### src/rtl/p2p_pkg.sv
// rtl/p2p_pkg.sv - shared FSM states, register offsets and constants for the PCIM generator
package p2p_pkg;

  typedef logic [1:0] w_state_t;
  localparam w_state_t W_IDLE = 2'd0;
  localparam w_state_t W_AW   = 2'd1;
  localparam w_state_t W_DATA = 2'd2;
  localparam w_state_t W_RESP = 2'd3;

  typedef logic [1:0] r_state_t;
  localparam r_state_t R_IDLE = 2'd0;
  localparam r_state_t R_AR   = 2'd1;
  localparam r_state_t R_DATA = 2'd2;

  localparam logic [7:0] OFF_WR_LO  = 8'h00;
  localparam logic [7:0] OFF_WR_HI  = 8'h04;
  localparam logic [7:0] OFF_RD_LO  = 8'h08;
  localparam logic [7:0] OFF_RD_HI  = 8'h0C;
  localparam logic [7:0] OFF_LEN    = 8'h10;
  localparam logic [7:0] OFF_STATUS = 8'h14;

  localparam logic [31:0] BAD_READ_DATA = 32'h0BAD_F00D;

  // One 32-bit lane of write data: burst number in the top bytes, beat index in the bottom byte.
  function automatic logic [31:0] lane_word(input logic [23:0] burst, input logic [7:0] beat);
    return {burst, beat};
  endfunction

endpackage

### src/rtl/p2p_cfg_regs.sv
// rtl/p2p_cfg_regs.sv - config register file with two-cycle acknowledge pipeline
module p2p_cfg_regs
  import p2p_pkg::*;
#(
  parameter logic [31:0] CFG_BASE = 32'hF00
) (
  input  logic        clk,
  input  logic        rst_n,
  input  logic        cfg_wr,
  input  logic        cfg_rd,
  input  logic [31:0] cfg_addr,
  input  logic [31:0] cfg_wdata,
  output logic        cfg_ack,
  output logic [31:0] cfg_rd_data,
  input  logic        wr_busy,
  input  logic        rd_busy,
  input  logic        set_bresp_err,
  input  logic        set_rresp_err,
  input  logic        set_trig_err,
  output logic [63:0] wr_addr,
  output logic [63:0] rd_addr,
  output logic [7:0]  burst_len
);

  logic [31:0] off;
  logic        in_win;
  logic [2:0]  sticky;
  logic        s1_wr;
  logic        s1_rd;
  logic        s1_in_win;
  logic [2:0]  s1_sel;
  logic [31:0] rd_mux;
  logic        status_clr;

  assign off    = cfg_addr - CFG_BASE;
  assign in_win = (cfg_addr >= CFG_BASE) && (off <= {24'd0, OFF_STATUS}) && (off[1:0] == 2'b00);
  assign status_clr = cfg_wr && in_win && (off[7:0] == OFF_STATUS);

  always_ff @(posedge clk or negedge rst_n) begin
    if (!rst_n) begin
      wr_addr   <= '0;
      rd_addr   <= '0;
      burst_len <= '0;
    end else if (cfg_wr && in_win) begin
      case (off[7:0])
        OFF_WR_LO: wr_addr[31:0]  <= cfg_wdata;
        OFF_WR_HI: wr_addr[63:32] <= cfg_wdata;
        OFF_RD_LO: rd_addr[31:0]  <= cfg_wdata;
        OFF_RD_HI: rd_addr[63:32] <= cfg_wdata;
        OFF_LEN:   burst_len      <= cfg_wdata[7:0];
        default:   ;
      endcase
    end
  end

  // A new error event in the clearing cycle survives the clear.
  always_ff @(posedge clk or negedge rst_n) begin
    if (!rst_n) begin
      sticky <= '0;
    end else begin
      sticky <= (status_clr ? 3'b000 : sticky) | {set_trig_err, set_rresp_err, set_bresp_err};
    end
  end

  always_ff @(posedge clk or negedge rst_n) begin
    if (!rst_n) begin
      s1_wr     <= 1'b0;
      s1_rd     <= 1'b0;
      s1_in_win <= 1'b0;
      s1_sel    <= '0;
    end else begin
      s1_wr     <= cfg_wr;
      s1_rd     <= cfg_rd;
      s1_in_win <= in_win;
      s1_sel    <= off[4:2];
    end
  end

  always_comb begin
    rd_mux = BAD_READ_DATA;
    if (s1_in_win) begin
      case (s1_sel)
        3'd0:    rd_mux = wr_addr[31:0];
        3'd1:    rd_mux = wr_addr[63:32];
        3'd2:    rd_mux = rd_addr[31:0];
        3'd3:    rd_mux = rd_addr[63:32];
        3'd4:    rd_mux = {24'd0, burst_len};
        3'd5:    rd_mux = {27'd0, sticky, rd_busy, wr_busy};
        default: rd_mux = BAD_READ_DATA;
      endcase
    end
  end

  always_ff @(posedge clk or negedge rst_n) begin
    if (!rst_n) begin
      cfg_ack     <= 1'b0;
      cfg_rd_data <= '0;
    end else begin
      cfg_ack <= s1_wr || s1_rd;
      if (s1_rd) begin
        cfg_rd_data <= rd_mux;
      end
    end
  end

endmodule

### src/rtl/p2p_pcim_gen.sv
// rtl/p2p_pcim_gen.sv - PCIM AXI burst generator: independent write and read burst FSMs
module p2p_pcim_gen
  import p2p_pkg::*;
#(
  parameter int          DATA_W   = 512,
  parameter logic [31:0] CFG_BASE = 32'hF00
) (
  input  logic                clk,
  input  logic                rst_n,
  input  logic                cfg_wr,
  input  logic                cfg_rd,
  input  logic [31:0]         cfg_addr,
  input  logic [31:0]         cfg_wdata,
  output logic                cfg_ack,
  output logic [31:0]         cfg_rd_data,
  input  logic [1:0]          pcim_cntrl,
  output logic                pcim_rvalid,
  output logic                tp_tx_done,
  output logic [63:0]         awaddr,
  output logic [7:0]          awlen,
  output logic [2:0]          awsize,
  output logic                awvalid,
  input  logic                awready,
  output logic [DATA_W-1:0]   wdata,
  output logic [DATA_W/8-1:0] wstrb,
  output logic                wlast,
  output logic                wvalid,
  input  logic                wready,
  input  logic [1:0]          bresp,
  input  logic                bvalid,
  output logic                bready,
  output logic [63:0]         araddr,
  output logic [7:0]          arlen,
  output logic [2:0]          arsize,
  output logic                arvalid,
  input  logic                arready,
  input  logic [DATA_W-1:0]   rdata,
  input  logic [1:0]          rresp,
  input  logic                rlast,
  input  logic                rvalid,
  output logic                rready
);

  localparam logic [2:0] BEAT_SIZE = 3'($clog2(DATA_W / 8));

  w_state_t    wstate;
  r_state_t    rstate;
  logic [7:0]  wbeat;
  logic [23:0] burst_count;
  logic [63:0] wr_addr_cfg;
  logic [63:0] rd_addr_cfg;
  logic [7:0]  len_cfg;
  logic        b_done;
  logic        r_beat;
  logic        trig_err;
  logic        unused_rdata;

  p2p_cfg_regs #(.CFG_BASE(CFG_BASE)) u_cfg_regs (
    .clk           (clk),
    .rst_n         (rst_n),
    .cfg_wr        (cfg_wr),
    .cfg_rd        (cfg_rd),
    .cfg_addr      (cfg_addr),
    .cfg_wdata     (cfg_wdata),
    .cfg_ack       (cfg_ack),
    .cfg_rd_data   (cfg_rd_data),
    .wr_busy       (wstate != W_IDLE),
    .rd_busy       (rstate != R_IDLE),
    .set_bresp_err (b_done && (bresp != 2'b00)),
    .set_rresp_err (r_beat && (rresp != 2'b00)),
    .set_trig_err  (trig_err),
    .wr_addr       (wr_addr_cfg),
    .rd_addr       (rd_addr_cfg),
    .burst_len     (len_cfg)
  );

  assign b_done   = (wstate == W_RESP) && bvalid;
  assign r_beat   = (rstate == R_DATA) && rvalid;
  assign trig_err = (pcim_cntrl[1] && (wstate != W_IDLE)) || (pcim_cntrl[0] && (rstate != R_IDLE));

  assign awsize  = BEAT_SIZE;
  assign arsize  = BEAT_SIZE;
  assign awvalid = (wstate == W_AW);
  assign wvalid  = (wstate == W_DATA);
  assign wlast   = (wstate == W_DATA) && (wbeat == awlen);
  assign bready  = (wstate == W_RESP);
  assign arvalid = (rstate == R_AR);
  assign rready  = (rstate == R_DATA);
  assign wstrb   = '1;
  assign wdata   = {(DATA_W / 32){lane_word(burst_count, wbeat)}};

  // Read data is consumed by the far end of the test; only the handshake matters here.
  assign unused_rdata = ^rdata;

  // Address and length are sampled at trigger so config writes mid-burst hit the next burst.
  always_ff @(posedge clk or negedge rst_n) begin
    if (!rst_n) begin
      wstate      <= W_IDLE;
      awaddr      <= '0;
      awlen       <= '0;
      wbeat       <= '0;
      burst_count <= '0;
      tp_tx_done  <= 1'b0;
    end else begin
      tp_tx_done <= b_done;
      case (wstate)
        W_IDLE: begin
          if (pcim_cntrl[1]) begin
            awaddr <= wr_addr_cfg;
            awlen  <= len_cfg;
            wstate <= W_AW;
          end
        end
        W_AW: begin
          if (awready) begin
            wbeat  <= '0;
            wstate <= W_DATA;
          end
        end
        W_DATA: begin
          if (wready) begin
            if (wbeat == awlen) begin
              wstate <= W_RESP;
            end else begin
              wbeat <= wbeat + 8'd1;
            end
          end
        end
        default: begin
          if (bvalid) begin
            burst_count <= burst_count + 24'd1;
            wstate      <= W_IDLE;
          end
        end
      endcase
    end
  end

  always_ff @(posedge clk or negedge rst_n) begin
    if (!rst_n) begin
      rstate      <= R_IDLE;
      araddr      <= '0;
      arlen       <= '0;
      pcim_rvalid <= 1'b0;
    end else begin
      // Held from the first beat through the rlast cycle, so it falls once per burst.
      pcim_rvalid <= r_beat || ((rstate == R_DATA) && pcim_rvalid);
      case (rstate)
        R_IDLE: begin
          if (pcim_cntrl[0]) begin
            araddr <= rd_addr_cfg;
            arlen  <= len_cfg;
            rstate <= R_AR;
          end
        end
        R_AR: begin
          if (arready) begin
            rstate <= R_DATA;
          end
        end
        R_DATA: begin
          if (rvalid && rlast) begin
            rstate <= R_IDLE;
          end
        end
        default: rstate <= R_IDLE;
      endcase
    end
  end

endmodule

### config.mk
export PLATFORM = sky130hd
export DESIGN_NAME = p2p_pcim_gen
export DESIGN_NICKNAME = d
export VERILOG_FILES = /design/src/rtl/p2p_pkg.sv /design/src/rtl/p2p_cfg_regs.sv /design/src/rtl/p2p_pcim_gen.sv
export SDC_FILE = /design/constraint.sdc
export NUM_CORES = 1
export LEC_CHECK = 0
export ABC_CLOCK_PERIOD_IN_PS = 2300
export CORE_AREA = 3 3 531 533
export CTS_BUF_LIST = sky130_fd_sc_hd__clkbuf_4 sky130_fd_sc_hd__clkbuf_8
export DETAILED_ROUTE_END_ITERATION = 10
export DIE_AREA = 0 0 534 536
export PLACE_DENSITY = 0.3
export SLEW_MARGIN = 20
export SYNTH_ARGS = -nofsm -noshare
export SYNTH_HDL_FRONTEND = slang
export SYNTH_HIERARCHICAL = 1
export SYNTH_SLANG_ARGS = --single-unit
### constraint.sdc
create_clock -name clk -period 2.3 [get_ports clk]
set_input_delay 0.69 -clock clk [delete_from_list [all_inputs] [get_ports clk]]
set_output_delay 0.69 -clock clk [all_outputs]
set_load 0.03 [all_outputs]
==> key figures <==
GRT
  • Total GRT Usage: 7.13%
  • First-pass GRT wire length: ~140000 µm
  • Total global routing overflow: 0
  • Initial antenna violation count: 16
  • Largest net degree at the start of global routing: 59
  • Vias in the first global route: 13.8k

Clocking
  • Latest clock arrival within the worst-skew pair: a little under 800 ps
  • Clock transition at the registers of the reported paths: roughly 70 ps
  • Sink Count: 360
  • CTS buffer count: slightly below 80
  • CTS tree: done
  • Clk buf depth: 3
  • H-tree depth: 3
  • Root Driver: clkbuf_8

Route
  • Drt total wl: between 100000 and 150000 µm
  • Vias per cell: between 2 and 2.5
  • Residual DRC: 0
  • Vias: between 10k and 15k
  • Antenna-violating nets left: 0
  • Detailed Routing Iterations Pass 1: 4
  • Initial DRC Count: approximately 460
  • Wirelength per Cell: between 15 and 20 µm

Setup path
  • Crit-path cells: xnor2_1, nand4_1, or2_4, nor2_4, buf_12
  • WS Path Type: register to primary output
  • Critical path depth: 5
  • Startpoint type of the worst setup path: register
  • FF-to-FF End: burst_count[22]
  • Crit path from: wbeat[4]
  • Worst r2r src: wstate[1]
  • Arrival @ worst endpoint: about 2200 ps
  • Critical path's top delay family: simple AND/OR/NAND/NOR gates
  • Req. time, crit path: around 1600 ps
  • Reg2Reg Setup Slack: approximately 220 ps
  • CP bufs+invs: 1
  • Cell count of the worst reg-to-reg path: 10
  • Critical Path Sink Type: primary output
  • Crit Path Max Fanout: 4
  • Crit path to: wlast
  • Slowest-stage cell, CP: dfrtp_2
  • Max incr delay on CP: 450 ps

Floorplan
  • I/O pins: approximately 1.4k
  • Die footprint: between 0.2 and 0.3 mm²
  • Die Width: between 500 and 600 µm
  • Starting density of the core: around 7%
  • Core ar.: ~0.28 mm²
  • Num rows: roughly 190
  • Die Y: 536 µm

STA
  • FMAX: about 350 MHz
  • Setup violations, final: ~210
  • Worst Tran Pin Value: 750 ps
  • Tmin final: ~2800 ps
  • Fin worst setup slack: -547 ps
  • RSZ-0062 raised after global routing: true
  • Relative slew slack: between 50% and 60%
  • Setup Skew: between 40 and 50 ps
  • Final worst-path cycle share: 124%
  • Final Slew Violations: 0
  • Final hold viol count: 0

Logic synthesis
  • Unique cell type count in the Yosys netlist: 64
  • Asr flop ratio synth: 100%
  • Synthesized area: 0.0197 mm²
  • #FFs+latches synth: 360
  • Synth Instances: ~1.6k
  • Sequential element share of the synthesized area: a little under half
  • Synth Area per Inst: around 12 µm²
  • Ys flop type: dfrtp_1
  • Number of synthesized flops with an enable pin: 0
  • Synth Warn #: 6

Status
  • Failing checks: negative setup slack
  • Status: finished with violations

Power
  • Worst VDD drop: ~0.0004 V
  • Leakage: ~16 nW
  • Total power: 0.0249 W
  • Pwr dens: 731 mW/mm²

Placement
  • RePlAce Congestion: approximately 0.7
  • Post-DP HPWL: 81300 µm
  • I/O Buffers: 776
  • Placed insts: 5742
  • Dpl ws: -1510 ps

Layout
  • Non-filler instance count after layout: 5993
  • Synthesis-to-finish area growth: 72.9%
  • Final nets: ~2.8k
  • Share of cells above drive strength 1: between 60 and 70%

Flow run
  • Max Cap Violations: 0

Worst hold path
  • Worst Hold Class: primary input to register
## Yosys cell counts, drive strengths merged (8+ instances only)
cell / number / area share (%)
buf: 582 / 22
nand4: 14 / 0.48
clkbuf: 24 / 0.46
nor2b: 11 / 0.35
mux4: 13 / 1.5
dfrtp: 360 / 46
a21oi: 25 / 0.65
o22ai: 21 / 0.67
nand3: 10 / 0.25
xor2: 8 / 0.39
nand2: 26 / 0.50
o21a: 10 / 0.38
o21ai: 18 / 0.46
xnor2: 24 / 1.1
mux2: 291 / 18
o22a: 10 / 0.44
nor2: 43 / 0.93
a22oi: 12 / 0.46
or4: 8 / 0.31
inv: 39 / 0.74
mux2i: 19 / 0.97
## worst min-delay path by stage
stage / from / slack, ps / cells past startpoint / end
3_3_place_gp: u_cfg_regs/s1_wr / 430 / 1 / u_cfg_regs/cfg_ack
2_1_floorplan: rst_n / 390 / 0 / araddr[0]
5_1_grt: cfg_rd / 280 / 1 / u_cfg_regs/s1_rd
3_5_place_dp: u_cfg_regs/s1_wr / 420 / 1 / u_cfg_regs/cfg_ack
6_report: cfg_rd / 370 / 1 / u_cfg_regs/s1_rd
4_1_cts: cfg_rd / 220 / 1 / u_cfg_regs/s1_rd
## state kept, by name, indices dropped and copies added (netlist names), 2 cells and up
| name | count |
|---|---|
| u_cfg_regs/sticky | 3 |
| u_cfg_regs/burst_len | 8 |
| araddr | 64 |
| arlen | 8 |
| u_cfg_regs/cfg_rd_data | 32 |
| awaddr | 64 |
| awlen | 8 |
| rstate | 2 |
| u_cfg_regs/wr_addr | 64 |
| u_cfg_regs/rd_addr | 64 |
| wbeat | 8 |
| u_cfg_regs/s1_sel | 3 |
| wstate | 2 |
| burst_count | 24 |
## cell usage in the layout (no fill, tap or decap), types with 36 or more instances in the layout
cell / instances
buf_8: 143
mux2_4: 136
buf_4: 373
mux2_2: 154
conb_1: 70
dfrtp_1: 323
dlymetal6s2s_1: 58
inv_1: 36
clkdlybuf4s50_1: 52
buf_2: 60
buf_6: 136
buf_12: 118
clkbuf_8: 91
## metrics by stage
step | area [µm²] | utilization, % | setup TNS (ps) | hold slack, ps
6_report | 34000 | 12.3 | -47330 | 371
5_1_grt | 34000 | 12.3 | -89160 | 275
4_1_cts | 31600 | 11.4 | -143810 | 216
3_5_place_dp | 28800 | 10.4 | -215440 | 424
3_3_place_gp | 28800 | 10.4 | -217070 | 425
2_1_floorplan | 20000 | - | -82780 | 394
## area by class of cell
type,count,area (µm²)
multi-input combinational,707,6810
tap,3705,4640
fill,31200,243000
sequential,360,9060
timing repair buffer,1023,11600
antenna,19,47.5
clock buffer,121,1480
inverter,39,151
clock inverter,19,229
## kinds of logic after synthesis
logic type,Yosys count,synth area share (%)
compound gates,122,4.18
simple gates,153,4.44
fa+ha+maj,7,0.445
flops,360,45.8
buf+inv,645,23.4
mux,323,20.2
other cells,2,0.0382
xor+xnor,32,1.50
## per-layer routing
layer  vias to the layer above  share of wire, %  GRT usage, %
li1                       6142                 -             -
met1                      7008                38          7.76
met2                       697                51          13.2
met3                       110               8.2          2.20
met4                         6               2.4          2.07
met5                         -             0.037             0
## report_power, final
group / internal (W) / switching (W) / leakage (nW)
clock: 0.00448 / 0.00347 / 0.911
sequential: 0.00650 / 0.000200 / 4.84
combinational: 0.00419 / 0.00605 / 10.2
## timing repair
action	4_1_cts	5_1_grt
gates resized for setup	660	523
cloned	15	17
hold buffers	1	0
setup endpoints to repair	809	715
hold endpoints to repair	18	0
pin swaps	21	16
buffers inserted	32	42
Power figures use the tool's default switching activity.
